==> config.mk <==
export PLATFORM = sky130hd
export DESIGN_NAME = if_id_pipe_stage
export DESIGN_NICKNAME = d
export VERILOG_FILES = /design/src/rtl/if_id_pipe_stage.sv
export SDC_FILE = /design/constraint.sdc
export NUM_CORES = 1
export LEC_CHECK = 0
export CORE_MARGIN = 4
export CORE_UTILIZATION = 50
export CTS_CLUSTER_SIZE = 10
export DETAILED_ROUTE_END_ITERATION = 8
export PLACE_DENSITY = 0.8
export SYNTH_ARGS = -nofsm -noshare
export SYNTH_HDL_FRONTEND = slang
export SYNTH_SLANG_ARGS = --single-unit
==> constraint.sdc <==
create_clock -name clk -period 5.8 [get_ports clk]
set_input_delay 1.45 -clock clk [delete_from_list [all_inputs] [get_ports clk]]
set_output_delay 1.45 -clock clk [all_outputs]
set_load 0.02 [all_outputs]
==> src/rtl/if_id_pipe_stage.sv <==
// IF->ID pipeline register with valid/ready handshake and a one-entry skid buffer.
// Carries {PC+4, instruction}, supports flush with NOP injection and a saturating stall counter.
module if_id_pipe_stage #(
  parameter int                 PC_W      = 32,
  parameter int                 INSTR_W   = 32,
  parameter logic [INSTR_W-1:0] NOP_INSTR = '0,
  parameter int                 CNT_W     = 8
) (
  input  logic               clk,
  input  logic               rst,
  input  logic               in_valid,
  output logic               in_ready,
  input  logic [PC_W-1:0]    in_pc_plus4,
  input  logic [INSTR_W-1:0] in_instr,
  input  logic               flush,
  output logic               out_valid,
  input  logic               out_ready,
  output logic [PC_W-1:0]    out_pc_plus4,
  output logic [INSTR_W-1:0] out_instr,
  output logic [CNT_W-1:0]   stall_cnt
);

  typedef enum logic [1:0] {
    EMPTY = 2'd0,
    FULL  = 2'd1,
    SKID  = 2'd2
  } state_t;

  state_t             state_q, state_d;
  logic [PC_W-1:0]    main_pc_q, main_pc_d;
  logic [INSTR_W-1:0] main_instr_q, main_instr_d;
  logic [PC_W-1:0]    skid_pc_q, skid_pc_d;
  logic [INSTR_W-1:0] skid_instr_q, skid_instr_d;
  logic               in_ready_q, in_ready_d;
  logic [CNT_W-1:0]   stall_q, stall_d;

  logic in_xfer;
  logic out_xfer;
  logic head_valid;

  assign head_valid = (state_q != EMPTY);
  assign in_xfer    = in_valid && in_ready_q;
  assign out_xfer   = head_valid && out_ready;

  always_ff @(posedge clk or posedge rst) begin
    if (rst) begin
      state_q      <= EMPTY;
      main_pc_q    <= '0;
      main_instr_q <= NOP_INSTR;
      skid_pc_q    <= '0;
      skid_instr_q <= '0;
      in_ready_q   <= 1'b1;
      stall_q      <= '0;
    end else begin
      state_q      <= state_d;
      main_pc_q    <= main_pc_d;
      main_instr_q <= main_instr_d;
      skid_pc_q    <= skid_pc_d;
      skid_instr_q <= skid_instr_d;
      in_ready_q   <= in_ready_d;
      stall_q      <= stall_d;
    end
  end

  always_comb begin
    state_d      = state_q;
    main_pc_d    = main_pc_q;
    main_instr_d = main_instr_q;
    skid_pc_d    = skid_pc_q;
    skid_instr_d = skid_instr_q;

    if (flush) begin
      // Redirect kills everything; the PC is left as-is, only the instruction becomes a NOP.
      state_d      = EMPTY;
      main_instr_d = NOP_INSTR;
    end else begin
      unique case (state_q)
        EMPTY: begin
          if (in_xfer) begin
            main_pc_d    = in_pc_plus4;
            main_instr_d = in_instr;
            state_d      = FULL;
          end
        end
        FULL: begin
          if (out_ready) begin
            if (in_xfer) begin
              main_pc_d    = in_pc_plus4;
              main_instr_d = in_instr;
            end else begin
              main_instr_d = NOP_INSTR;
              state_d      = EMPTY;
            end
          end else if (in_xfer) begin
            skid_pc_d    = in_pc_plus4;
            skid_instr_d = in_instr;
            state_d      = SKID;
          end
        end
        SKID: begin
          if (out_ready) begin
            main_pc_d    = skid_pc_q;
            main_instr_d = skid_instr_q;
            state_d      = FULL;
          end
        end
        default: begin
          state_d      = EMPTY;
          main_instr_d = NOP_INSTR;
        end
      endcase
    end
  end

  // in_ready is a flop so fetch never sees a combinational path from out_ready.
  assign in_ready_d = (state_d != SKID);

  always_comb begin
    stall_d = stall_q;
    if (flush || out_xfer) begin
      stall_d = '0;
    end else if (head_valid && !out_ready && (stall_q != {CNT_W{1'b1}})) begin
      stall_d = stall_q + CNT_W'(1);
    end
  end

  assign in_ready     = in_ready_q;
  assign out_valid    = head_valid;
  assign out_pc_plus4 = main_pc_q;
  assign out_instr    = main_instr_q;
  assign stall_cnt    = stall_q;

endmodule

==> results.md, run 1 <==
- Reg2reg path depth: 4
- YS warnings: 0
- Post-CTS setup buffer count: 0
- Tcrit/Tclk final: 59.59%
- Max-cap violations: 0
- Max Buffers Root-to-Sink: 2
- Top-area cell type share of the netlist area: 57.63%
- FFs w/ async S/R, synth: 100.0%
- Yosys reg bits: 139
- WP buf/inv: 1
- Unrepaired setup endpoints after global routing: false
- Met3 Use GR: 7.352%
- Fillers: 802
- Total Neg Setup Slack: 0 ns
- Area contributors post-synth: dfrtp_1 (58%), mux2_2 (22%), o2bb2ai_1 (4.7%), a22oi_1 (4.1%), mux2_1 (2.3%)
- Worst rel slew slack: 24.87%
- Die height: 117.5 um
- Antenna fix cells: 0
- GRT overflow: 0
- Capture point of the worst reg-to-reg path: out_instr[25]
- P&R area growth vs syn: 35.41%
- Min Tclk post-route: 3.456 ns
- Worst-path clk slew: 0.06 ns
- FF-to-FF setup slack: 3.49 ns
- Share of post-route cells with drive strength above 1: 28.25%
- Crit end category: register
- Hold WC Path Type: reg -> reg
- Finish-stage setup viols: 0
- Skew-Pair Late Insertion Delay: 0.41 ns
- Crit path max-delay family: simple AND/OR/NAND/NOR gates
- M2 GR Usage: 31.03%
- Critical Path End: skid_instr_q[15]
- Busiest grt layer: met2
- Cts repair resizes: 0
- Number of nets in the layout: 627
- CP Launch Type: input port
- IO buf count: 142
- Required time worst endpoint: 6.09 ns
- Maximum number of pins on one net before global-route repair: 67
- Die Wd: 117.5 um
- Final Hold Viols: 0
- Cell taking the most area after synthesis: dfrtp_1
- # IOs: 143
- Cell Pwr Density: 373.9 nW/um2
- Routing usage on met1: 28.85%
- Stages on the worst setup path: 4
- Top_reg_cell synth: dfrtp_1
- Register area share after synthesis: 58.07%
- Post-Syn Nets: 490
- First-pass GRT wire length: 23460 um
- CP peak stage delay: 0.68 ns
- Leakage Power: 3.464 nW
- Clock Tree Root: clkbuf_16
- Worst setup path start: out_ready
- Clk sinks: 139
- Non-Filler Instances: 713
- Starting DRC count in detailed routing: 279
- Slew Limit Fails: 0
- Post-synth cell types: 43
- TritonCTS clock tree: done
- DR pass1 iterations: 4
- Hold-fix buffers at CTS: 0
- Crit path kind: in -> reg
- CTS buffer count: 17
- Core area: 11560 um2
- Max Clock Freq: 289.3 MHz
- Initial Util: 51.81%
- DRC: 0
- Initial antenna violation count: 0
- Critical path, cell by cell: clkdlybuf4s50_1 -> nor2_1 -> nand3_4 -> mux2_2
- Syn avg cell area: 14.27 um2
- DR WL/cell: 19.15 um
- Post-Synthesis Cells: 420
- CTS H-tree depth: 4
- DRT antenna net count: 0
- Final Skew: 0.004713 ns
- Post-synth EDFFs: 0
- Vias: 4092
- Die area: 13800 um2
- Worst vdd ir: 0.2915 mV
- Worst-path maximum fanout: 65
- Status: completed
- FP Rows: 39
- Crit path DAT: 3.75 ns
- DP Wirelength: 8836 um
- Global Route Usage Sum: 21.09%
- Synthesized area: 5992 um2
- Slowest-stage cell, CP: nand3_4
- Vias per inst: 5.739
- GPL Wtd Cong: 0.7562
- Number of global-route vias before repair: 4431
- Routed WL: 13660 um
- Slew @ Worst Pin: 1.127 ns
- R2r startpoint: state_q[1]
- Placed cells: 681
[final cells by class]
cell class	count	area, um2	share of cell area (%)
Tap cell	143	178.9	2.205
Multi-Input combinational cell	248	2352	28.99
Inverter	4	17.52	0.2159
Clock buffer	20	456.7	5.628
Sequential cell	139	3480	42.88
Timing Repair Buffer	147	1459	17.98
Clock inverter	12	170.2	2.097
[worst reg2reg max path, delay by kind of cell, from the launching register on]
| kind | cells | cell delay (ns) |
|---|---|---|
| AO/OA/AOI/OAI | 3 | 1.41 |
| flip-flops | 1 | 0.47 |
| AND/OR/NAND/NOR | 1 | 0.27 |
[report_power, final]
group / switching [mW] / total, mW / internal (mW)
Clock: 0.395 / 1.13 / 0.739
Combinational: 0.262 / 0.601 / 0.339
Sequential: 0.118 / 1.30 / 1.18
Total: 0.775 / 3.03 / 2.26
[layout by cell type (no fill, tap or decap), types with 2 or more instances in the layout]
cell	count
nand2b_1	3
o21ai_0	2
o2bb2ai_1	32
clkinv_4	2
and3_1	2
clkbuf_8	2
mux2_1	12
bufinv_16	4
a31oi_1	4
clkdlybuf4s50_1	142
inv_1	2
clkinv_2	5
nand2_1	3
nand3_1	3
a41o_1	2
buf_4	5
mux2_2	117
clkbuf_16	17
nor2_1	5
nor3_1	2
dfrtp_1	138
a22oi_1	33
a21oi_1	4
[synth_stat cells, types with 2 or more instances]
master and instances:
mux2_2 117, inv_1 3, buf_2 13, o2bb2ai_1 32, nand3_1 4, a22oi_1 33, a41o_1 2, o21ai_0 2
clkbuf_1 5, dfrtp_1 138, nand2_1 3, a31oi_1 4, nor3_1 2, buf_4 11, mux2_1 12, nand2b_1 3
and3_1 2, nor2_1 5, a21oi_1 5
[metal layers]
layer  vias up  part of all wire (%)  wire [um]
met1      2045                    46       6216
met5         -                     0          0
met3        29                   6.9        947
met4         0                   2.2        302
met2       160                    45       6187
li1       1858                     -          -
[state kept, by name (all words and copies together) (netlist names)]
| signal | count |
|---|---|
| in_ready | 1 |
| out_instr | 32 |
| out_pc_plus4 | 32 |
| skid_instr_q | 32 |
| skid_pc_q | 32 |
| stall_cnt | 8 |
| state_q | 2 |
[worst min-delay path by stage]
stage / slack [ns] / end / cells after the start / from
finish: 0.49 / out_instr[17] / 1 / out_instr[17]
CTS: 0.49 / out_instr[0] / 1 / out_instr[0]
global placement: 0.47 / out_instr[20] / 1 / out_instr[20]
detailed placement: 0.47 / out_instr[17] / 1 / out_instr[17]
floorplan: 0.47 / skid_pc_q[0] / 1 / skid_pc_q[0]
global route: 0.51 / out_instr[10] / 1 / out_instr[10]
[through the flow]
step / cell area (um2) / worst slack (ns) / total power [mW] / hold WS, ns / util [%]
after floorplan: 5992 / 0.6271 / 1.633 / 0.4736 / -
after global placement: 7487 / 1.961 / 1.881 / 0.4701 / 64.74
after detailed placement: 7487 / 1.925 / 1.914 / 0.4733 / 64.74
after CTS: 8114 / 2.381 / 3.066 / 0.4908 / 70.16
after global routing: 8114 / 2.180 / 3.185 / 0.5075 / 70.16
final: 8114 / 2.344 / 3.034 / 0.4877 / 70.16
[logic make-up (layout without fill, tap and decap cells)]
kind of cell,Yosys count,in the layout,synth area share [%]
XOR/XNOR,1,1,0.1462
buffers and inverters,33,183,3.028
multiplexers,129,129,24.24
AO/OA/AOI/OAI,86,86,11.28
AND/OR/NAND/NOR,31,31,3.028
adder cells (fa/ha/maj),1,1,0.2088
flip-flops,139,139,58.07
Power figures use the tool's default switching activity.
==> run 2, diff against run 1 <==
Clock period 5.8 ns to 3.2 ns, I/O delays scaled along.
==> results.md, run 2 (synthesis gave the netlist of run 1 again) <==
- Status: completed
- Setup WS post-layout: 0.5499 ns (-1.794 ns)
- CP Launch Type: register
- P&R area growth vs syn: 36.86%
- Antenna fix cells: 0 (unchanged)
- TritonCTS clock tree: done
- Clock Tree Root: clkbuf_16
- Crit path kind: reg -> out
- Placed cells: 689 (+1.2%)
- Initial antenna violation count: 0 (unchanged)
- Worst-path maximum fanout: 8 (-88%)
- GRT overflow: 0 (unchanged)
- Max Buffers Root-to-Sink: 2 (unchanged)
- Die height: 117.5 um (unchanged)
- Final core utilization: 70.91% (+0.75 points)
- Cell Pwr Density: 653.6 nW/um2 (+75%)
- Commonest non-fill, non-tap cells in the layout: clkdlybuf4s50_1 (142), dfrtp_1 (138), mux2_2 (117), a22oi_1 (33), o2bb2ai_1 (32)
- Initial Util: 51.81% (unchanged)
- DR pass1 iterations: 4 (unchanged)
- Unrepaired setup endpoints after global routing: false
- Final Skew: 0.009403 ns (+0.004690 ns)
- Die Wd: 117.5 um (unchanged)
- Clk sinks: 139 (unchanged)
- Post-CTS setup buffer count: 0 (unchanged)
- IO buf count: 142 (unchanged)
- Worst rel slew slack: 51.24% (+26 points)
- Most common library cell in the layout ignoring fill and taps: clkdlybuf4s50_1
- Crit end category: output port
- Cts repair resizes: 0 (unchanged)
- Vias per inst: 5.753 (+0.24%)
- DP Wirelength: 9504 um (+7.6%)
- Overall power: 5.360 mW (+77%)
- Total Neg Setup Slack: 0 ns (unchanged)
- DRC: 0 (unchanged)
- Maximum number of pins on one net before global-route repair: 47 (-30%)
- Hold-fix buffers at CTS: 0 (unchanged)
- First-pass GRT wire length: 23290 um (-0.74%)
- Worst setup path start: state_q[0]
- Global Route Usage Sum: 20.73% (-0.36 points)
- Required time worst endpoint: 2.40 ns (-3.69 ns)
- Share of post-route cells with drive strength above 1: 29.29% (+1.0 points)
- Core area: 11560 um2 (unchanged)
- Hold WC Path Type: reg -> reg
- Finish-stage setup viols: 0 (unchanged)
- Fillers: 809 (+0.87%)
- FP Rows: 39 (unchanged)
- Crit path DAT: 1.85 ns (-1.90 ns)
- CTS buffer count: 17 (unchanged)
- CTS H-tree depth: 4 (unchanged)
- Number of nets in the layout: 635 (+1.3%)
- Final Hold Viols: 0 (unchanged)
- GPL Wtd Cong: 0.7855 (+3.9%)
- Hold_ws: 0.4858 ns (-0.001933 ns)
- Post-route cell area: 8200 um2 (+1.1%)
- DP Area: 7629 um2 (+1.9%)
- Max-cap violations: 0 (unchanged)
- Min-delay src: out_instr[1]
- Starting DRC count in detailed routing: 309 (+11%)
- Slew @ Worst Pin: 0.7299 ns (-0.3971 ns)
- Min Tclk post-route: 2.650 ns
- DP Worst Slack: 0.4785 ns (-1.447 ns)
- Skew-Pair Late Insertion Delay: 0.41 ns (about the same)
- Routed WL: 13930 um (+2.0%)
- DR WL/cell: 19.34 um (+1.0%)
- Tcrit/Tclk final: 82.82%
- DRT antenna net count: 0 (unchanged)
- Worst-path clk slew: 0.06 ns (about the same)
- R2r startpoint: state_q[1]
- Leakage Power: 3.493 nW (+0.84%)
- Slew Limit Fails: 0 (unchanged)
- Number of global-route vias before repair: 4461 (+0.68%)
- Max Clock Freq: 377.3 MHz
- # IOs: 143 (unchanged)
- Non-Filler Instances: 720 (+0.98%)
- Worst vdd ir: 0.3376 mV (+16%)
- Vias: 4142 (+1.2%)
- Die area: 13800 um2 (unchanged)
[run 2: cell types whose count changed in the layout (fill, tap and decap cells not counted), sizes merged]
cell	delta
buf	+8
clkbuf	-3
clkinvlp	+3
bufinv	-2
inv	+2
clkinv	-1
[run 2: worst paths after layout]
kind                       cells past startpoint  slack (ns)               end
setup / recovery                               3        0.55         out_valid
hold / removal                                 1        0.49      out_instr[1]
setup reg to reg                               4        1.01  out_pc_plus4[11]
hold reg to reg                                1        0.49      out_instr[1]
max in group asynchronous                      3        1.54          in_ready
min in group asynchronous                      2        0.87     skid_pc_q[29]
[run 2: worst max-delay path: stages (launching register included)]
cell,delay (ns)
dfrtp_1,0.56
nor2_1,0.15
inv_2,0.12
clkdlybuf4s50_1,0.61
[run 2: area by class of cell]
type	count	area (um2)	area share, %
timing repair buffer	155	1594	19.44
clock inverter	14	146.4	1.785
clock buffer	17	425.4	5.188
sequential	139	3480	42.43
tap	143	178.9	2.182
inverter	4	18.77	0.2289
multi-input combinational	248	2357	28.75
[run 2: routing by layer]
metal	vias to the layer above	global-route usage (%)	wire length, um
li1	1880	-	-
met1	2093	26.14	5876
met2	157	32.80	6682
met3	12	8.650	1258
met4	0	6.447	110
met5	-	0	0
[run 2: where the power goes]
part           switching [mW]  internal [mW]  leakage [nW]  total (mW)
clock network           0.749           1.15         0.276        1.89
logic                   0.487          0.632          1.48        1.12
registers               0.206           2.14          1.74        2.35
==> run 3, diff against run 2 <==
Settings changed: CORE_UTILIZATION 50 to 45, PLACE_DENSITY 0.8 to 0.76.
Clock period 3.2 ns to 2.2 ns, I/O delays scaled along.
==> results.md, run 3 (synthesis gave the netlist of run 1 again) <==
- Slowest-stage cell, CP: clkdlybuf4s50_1
- Hold WC Path Type: reg -> reg
- Die Wd: 123.4 um (+5.0%)
- GRT overflow: 0 (unchanged)
- Reg2reg path depth: 5 (+1)
- DP Worst Slack: -0.05027 ns (-0.5288 ns)
- Max Buffers Root-to-Sink: 2 (unchanged)
- Min-Delay Endpoint: out_instr[17]
- Hold_ws: 0.4838 ns (-0.001990 ns)
- FF-to-FF setup slack: 0.39 ns (-0.62 ns)
- Max Clock Freq: 469.3 MHz
- Die height: 123.4 um (+5.0%)
- DR WL/cell: 18.60 um (-3.8%)
- IO buf count: 142 (unchanged)
- Slew Limit Fails: 0 (unchanged)
- Critical path, cell by cell: clkdlybuf4s50_1
- Die area: 15230 um2 (+10%)
- DRC: 0 (unchanged)
- Worst rel slew slack: 64.04% (+13 points)
- Tcrit/Tclk final: 96.85%
- Unrepaired setup endpoints after global routing: false
- Final Hold Viols: 0 (unchanged)
- Cell Pwr Density: 938.1 nW/um2 (+44%)
- Post-CTS setup buffer count: 0 (unchanged)
- Finish-stage setup viols: 0 (unchanged)
- Starting DRC count in detailed routing: 246 (-20%)
- Max-cap violations: 0 (unchanged)
- Status: completed
- Commonest non-fill, non-tap cells in the layout: clkdlybuf4s50_1 (141), dfrtp_1 (137), mux2_2 (117), a22oi_1 (33), o2bb2ai_1 (32)
- Worst-path clk slew: 0.06 ns (about the same)
- CTS H-tree depth: 4 (unchanged)
- Number of nets in the layout: 642 (+1.1%)
- Crit path max-delay family: buffers and inverters
- Vias per inst: 5.529 (-3.9%)
- FP Rows: 41 (+5.1%)
- Maximum number of pins on one net before global-route repair: 103 (+120%)
- Crit end category: output port
- Worst vdd ir: 0.6529 mV (+93%)
- Overall power: 7.838 mW (+46%)
- Required time worst endpoint: 1.65 ns (-0.75 ns)
- Skew-Pair Late Insertion Delay: 0.41 ns (about the same)
- CTS buffer count: 17 (unchanged)
- Routed WL: 14100 um (+1.2%)
- First-pass GRT wire length: 22740 um (-2.3%)
- R2r startpoint: state_q[0]
- Final Skew: 0.007571 ns (-0.001833 ns)
- Slew @ Worst Pin: 0.5395 ns (-0.1905 ns)
- Clk sinks: 139 (unchanged)
- Crit path DAT: 1.58 ns (-0.27 ns)
- Initial antenna violation count: 0 (unchanged)
- Crit path kind: reg -> out
- TritonCTS clock tree: done
- Min-delay src: out_instr[17]
- Placed cells: 725 (+5.2%)
- Core area: 12820 um2 (+11%)
- GPL Wtd Cong: 0.8335 (+6.1%)
- Hold depth: 1 (unchanged)
- DP Wirelength: 9564 um (+0.63%)
- Worst-path maximum fanout: 3 (-5)
- # IOs: 143 (unchanged)
- DR pass1 iterations: 5 (+1)
- Number of global-route vias before repair: 4493 (+0.72%)
- CP peak stage delay: 0.63 ns (+0.02 ns)
- Capture point of the worst reg-to-reg path: out_pc_plus4[4]
- WP buf/inv: 1 (-1)
- Vias: 4191 (+1.2%)
- Fillers: 968 (+20%)
- Leakage Power: 3.560 nW (+1.9%)
- Most common library cell in the layout ignoring fill and taps: clkdlybuf4s50_1
- DRT antenna net count: 0 (unchanged)
- Global Route Usage Sum: 19.49% (-1.2 points)
- Min Tclk post-route: 2.131 ns
- CP Launch Type: register
- Setup WS post-layout: 0.06930 ns (-0.4806 ns)
- Non-Filler Instances: 758 (+5.3%)
- P&R area growth vs syn: 39.44%
- Share of post-route cells with drive strength above 1: 29.91% (+0.63 points)
- Clock Tree Root: clkbuf_16
- Initial Util: 46.72% (-5.1 points)
-- run 3: cell count changes in the layout (fill, tap and decap cells not counted), moves of 2 or more --
cell	delta
buf_12	+4
clkbuf_1	+4
clkinvlp_4	-2
clkbuf_8	+4
inv_6	-3
buf_4	+3
clkinv_4	-2
-- run 3: metrics by stage --
stage               setup TNS, ns  instance area (um2)  utilization [%]
floorplan                  -11.63                 5996                -
global placement           -1.120                 7767            60.57
detailed placement         -1.108                 7767            60.57
CTS                             0                 8353            65.13
global route                    0                 8353            65.13
finish                          0                 8356            65.15
-- run 3: cell type report --
class / instances / area (um2) / area share [%]
Sequential cell: 139 / 3481 / 41.66
Multi-Input combinational cell: 248 / 2360 / 28.24
Timing Repair Buffer: 162 / 1695 / 20.29
Clock buffer: 25 / 495.5 / 5.930
Tap cell: 172 / 215.2 / 2.576
Clock inverter: 7 / 87.58 / 1.048
Inverter: 4 / 18.77 / 0.2246
Antenna cell: 1 / 2.502 / 0.02995
-- run 3: how the worst max path moves through the flow --
stage / depth (start not counted) / to / startpoint
2_1_floorplan: 1 / out_instr[0] / rst
3_3_place_gp: 6 / out_pc_plus4[5] / in_valid
3_5_place_dp: 6 / out_pc_plus4[20] / in_valid
4_1_cts: 1 / in_ready / in_ready
5_1_grt: 1 / in_ready / in_ready
6_report: 1 / in_ready / in_ready
-- run 3: worst register-to-register path: cells and delay by family (launching register included) --
| family | cells | cell delay, ns |
|---|---|---|
| simple gates | 1 | 0.19 |
| mux | 2 | 0.64 |
| buf+inv | 2 | 0.50 |
| flops | 1 | 0.38 |
-- run 3: repair_timing --
| action | in CTS | in global routing |
|---|---|---|
| hold buffers | 0 | 0 |
| resized for setup | 3 | 0 |
| hold endpoints to repair | 0 | 0 |
| endpoints found under the setup margin | 1 | 0 |
-- run 3: per-layer routing --
| layer | global-route usage [%] | wire length, um |
|---|---|---|
| met2 | 31.50 | 6952 |
| met3 | 6.725 | 969 |
| met4 | 6.298 | 238 |
| met5 | 0 | 0 |
| met1 | 24.65 | 5939 |
-- run 3: power breakdown --
part / total, mW / leakage, nW / switching (mW) / internal, mW
clock: 2.78 / 0.287 / 1.00 / 1.78
sequential: 3.41 / 1.74 / 0.296 / 3.11
combinational: 1.65 / 1.53 / 0.709 / 0.936
==> RTL edit 1: new RTL, config.mk and constraints of run 2 <==
Set the parameter `INSTR_W` to 16 (it was 32).
--- a/src/rtl/if_id_pipe_stage.sv
+++ b/src/rtl/if_id_pipe_stage.sv
@@ -3,5 +3,5 @@
 module if_id_pipe_stage #(
   parameter int                 PC_W      = 32,
-  parameter int                 INSTR_W   = 32,
+  parameter int                 INSTR_W   = 16,
   parameter logic [INSTR_W-1:0] NOP_INSTR = '0,
   parameter int                 CNT_W     = 8
Ports: changed (resized in_instr and out_instr); port bits go from 143 to 111. No check against the original RTL was run, so the function may have changed too.
==> RTL edit 1 against run 2 <==
- synthesized area shrank 19%
- worst setup slack gained 0.028 ns
- sequential cell count shrank 32
- final area shrank 24%
- routed wire length shrank 24%
- via count shrank 17%
- largest cell class unchanged
- fmax grew 1.1%
- total power shrank 36%
- clock power shrank 61%
==> RTL edit 1: results (changes against run 2) <==
syn-num-nets: 464  # -5.3%
min_to: "out_pc_plus4[29]$_DFFE_PP0P_"
tightest_slew_ns: 0.891  # +0.161 ns
io_buffer_count: 110  # -23%
viasPerCell: 5.29  # -8.1%
dp_hpwl_um: 7300  # -23%
worst_slack_ns: 0.578  # +0.0277 ns
wl_per_cell_um: 16.4  # -15%
synthTopCellsByCount: "dfrtp_1 (106), nand2_1 (100), mux2_1 (78)"
clkPwrFrac_pct: 21.8  # -13 points
critPathMaxStageDelay_ns: 0.63  # +0.02 ns
drt_iter0_drc: 122  # -61%
critPathLaunch: "state_q[1]$_DFF_PP0_"
grt_pass1_wl_um: 18100  # -22%
p_leak_uw: 0.00278  # -20%
r2r_slack_ns: 0.99  # -0.02 ns
clk_latency_ns: 0.35  # -0.06 ns
fill_cells: 735  # -9.1%
status: "completed"
gp_congestion: 0.844  # +7.4%
htree_levels: 3  # -1
crit_fanout: 14  # +6
clkTransAtPathRegs_ns: 0.09  # +0.03 ns
syn_avg_cell_area_um2: 11.8  # -17%
ir_drop_mv: 0.246  # -27%
utilization_pct: 66.9  # -4.0 points
post_dp_cell_area_um2: 6060  # -21%
power_frac_seq_pct: 53.3  # +9.5 points
groute.usage.overall_pct: 19.7  # -1.1 points
reg2reg_depth: 5  # +1
[RTL edit 1: final cells by class]
| cell class | count | share of cell area [%] |
|---|---|---|
| clock buffer | 10 | 2.21 |
| clock inverter | 6 | 0.642 |
| inverter | 3 | 0.241 |
| multi-input combinational | 276 | 32.5 |
| sequential | 107 | 42.9 |
| tap | 129 | 2.59 |
| timing repair buffer | 117 | 18.9 |
[RTL edit 1: per-layer routing]
layer / up-vias / GRT usage (%) / share of wire [%]
li1: 1635 / - / -
met1: 1698 / 26.2 / 45
met2: 85 / 32.4 / 49
met3: 7 / 5.28 / 5.5
met4: 0 / 4.47 / 0.71
met5: - / 0 / 0
[RTL edit 1: logic make-up after synthesis]
group / Yosys count / share of synthesized area [%]
AOI/OAI and AO/OA: 60 / 10.2
xor gates and xnor gates: 1 / 0.180
adders and majority gates: 1 / 0.258
buffers and inverters: 27 / 3.12
DFF: 107 / 55.2
muxes: 83 / 19.2
and+or+nand+nor: 131 / 11.8
==> RTL edit 2: new RTL, config.mk and constraints of run 2 <==
Without the edit above. Take the reset off `skid_instr_q` and load it in a clocked block of its own.
--- a/src/rtl/if_id_pipe_stage.sv
+++ b/src/rtl/if_id_pipe_stage.sv
@@ -49,5 +49,4 @@
       main_instr_q <= NOP_INSTR;
       skid_pc_q    <= '0;
-      skid_instr_q <= '0;
       in_ready_q   <= 1'b1;
       stall_q      <= '0;
@@ -57,8 +56,11 @@
       main_instr_q <= main_instr_d;
       skid_pc_q    <= skid_pc_d;
-      skid_instr_q <= skid_instr_d;
       in_ready_q   <= in_ready_d;
       stall_q      <= stall_d;
     end
+  end
+
+  always_ff @(posedge clk) begin
+    skid_instr_q <= skid_instr_d;
   end
 
Check against the original RTL: no difference found for any inputs over 4 cycles, from zero or initial values and one cycle with rst high; that may be too few to reach the edited logic, so the function may still have changed.
==> RTL edit 2 against run 2 <==
- synthesized cell count down 6.4%
- via count is 4.6% lower
- sequential cell count is the same
- die area is 0.43% higher
- critical path type unchanged
- non-clock buffer count stayed put
- sequential share of layout area up 2.0 points
- routed wire length down 1.6%
- total power shrank 6.9%
- critical endpoint unchanged
- worst setup slack worse by 0.11 ns
- final area fell by 0.14%
- synthesized area rose by 0.46%
- global-route usage grew 0.17 points
==> RTL edit 2: results (changes against run 2) <==
clockBufferCount: 31  # +14
inv_count: 6  # +2
status: "completed"
critPathMaxStageDelay_ns: 0.64  # +0.03 ns
firstDrtPassIters: 6  # +2
grtUsageMet2_pct: 33.5  # +0.65 points
ir_drop_mv: 0.449  # +33%
grt_use_met3_pct: 8.79  # +0.14 points
drive_above_1_share_pct: 23.7  # -5.6 points
min_to: "out_pc_plus4[17]$_DFFE_PP0P_"
synth_seq_area_share_pct: 60.5  # +2.4 points
max_slew_margin_pct: 52.8  # +1.5 points
wl_per_cell_um: 19.7  # +1.8%
nMultiInputCombCells: 220  # -11%
grt_max_degree: 48  # +2.1%
wl_met1_um: 5820  # -0.90%
finalClockSkew_ns: 0.00934  # -0.0000648 ns
clkPwrFrac_pct: 35.7  # +0.4 points
diodes: 1  # +1
reg2reg_depth: 5  # +1
groute.usage.overall_pct: 20.9  # +0.17 points
fill_cells: 782  # -3.3%
grt_pass1_vias: 4289  # -3.9%
cts.path.max_buffers: 2  # unchanged
async_flop_share_pct: 77.0  # -23 points
dp_hpwl_um: 9120  # -4.0%
min-delay-start: "out_pc_plus4[17]$_DFFE_PP0P_"
max_freq_ghz: 0.362  # -4.0%
power_frac_seq_pct: 44.6  # +0.8 points
syn-num-nets: 463  # -5.5%
grt_pass1_wl_um: 22900  # -1.5%
dr_wl_met2_um: 6710  # +0.36%
crit_path_top_delay_cell: "clkdlybuf4s50_1"
num_vias: 3952  # -4.6%
switchingPower_uw: 1270  # -12%
clkCellAreaFrac_pct: 6.65  # -0.33 points
synthTopCellsByCount: "dfrtp_1 (106), mux2_2 (56), mux2_1 (40)"
met3_length_um: 1040  # -17%
r2r_slack_ns: 1.19  # +0.18 ns
buf_share_pct: 19.6  # +0.18 points
synth_area_leaders: "dfrtp_1 (44%), edfxtp_1 (16%), mux2_2 (10%)"
p_leak_uw: 0.00327  # -6.3%
drt_iter0_drc: 201  # -35%
seq_cell_count: 139  # unchanged
place_worst_setup_slack_ns: 0.441  # -0.0379 ns
cp_data_arrival_time_ns: 1.96  # +0.11 ns
gp_congestion: 0.829  # +5.5%
ff_latch_area_um2: 3640  # +4.6%
hp-class: "flip-flop to flip-flop"
synth_cell_type_count: 44  # +2.3%
crit_fanout: 10  # +2
antenna_found_initial: 1  # +1
met1_usage_pct: 25.7  # -0.44 points
nNetsFinal: 609  # -4.1%
synth_edf_count: 32  # +32
RTL edit 2: cell count changes in the layout (fill, tap and decap cells not counted), moves of 4 or more:
cell	before	now
o2bb2ai_2	0	30
clkbuf_1	0	9
o2bb2ai_1	32	2
dfrtp_1	138	106
mux2_2	117	56
clkbuf_8	0	4
edfxtp_1	0	32
mux2_1	12	40
RTL edit 2: stage by stage:
step / std cells / instance area (µm²) / hold WS [ns]
after CTS: 695 / 8190 / 0.485
after detailed placement: 663 / 7640 / 0.473
after global routing: 696 / 8190 / 0.501
after floorplan: 393 / 6020 / 0.452
final: 696 / 8190 / 0.478
after global placement: 663 / 7640 / 0.461
RTL edit 2: kinds of logic after synthesis:
family	count (synthesis)	share of synthesized area (%)
DFF	139	60.5
xor gates and xnor gates	1	0.146
adders and majority gates	1	0.208
buffers and inverters	34	3.43
AOI/OAI and AO/OA	87	14.7
and+or+nand+nor	35	3.10
muxes	96	18.0
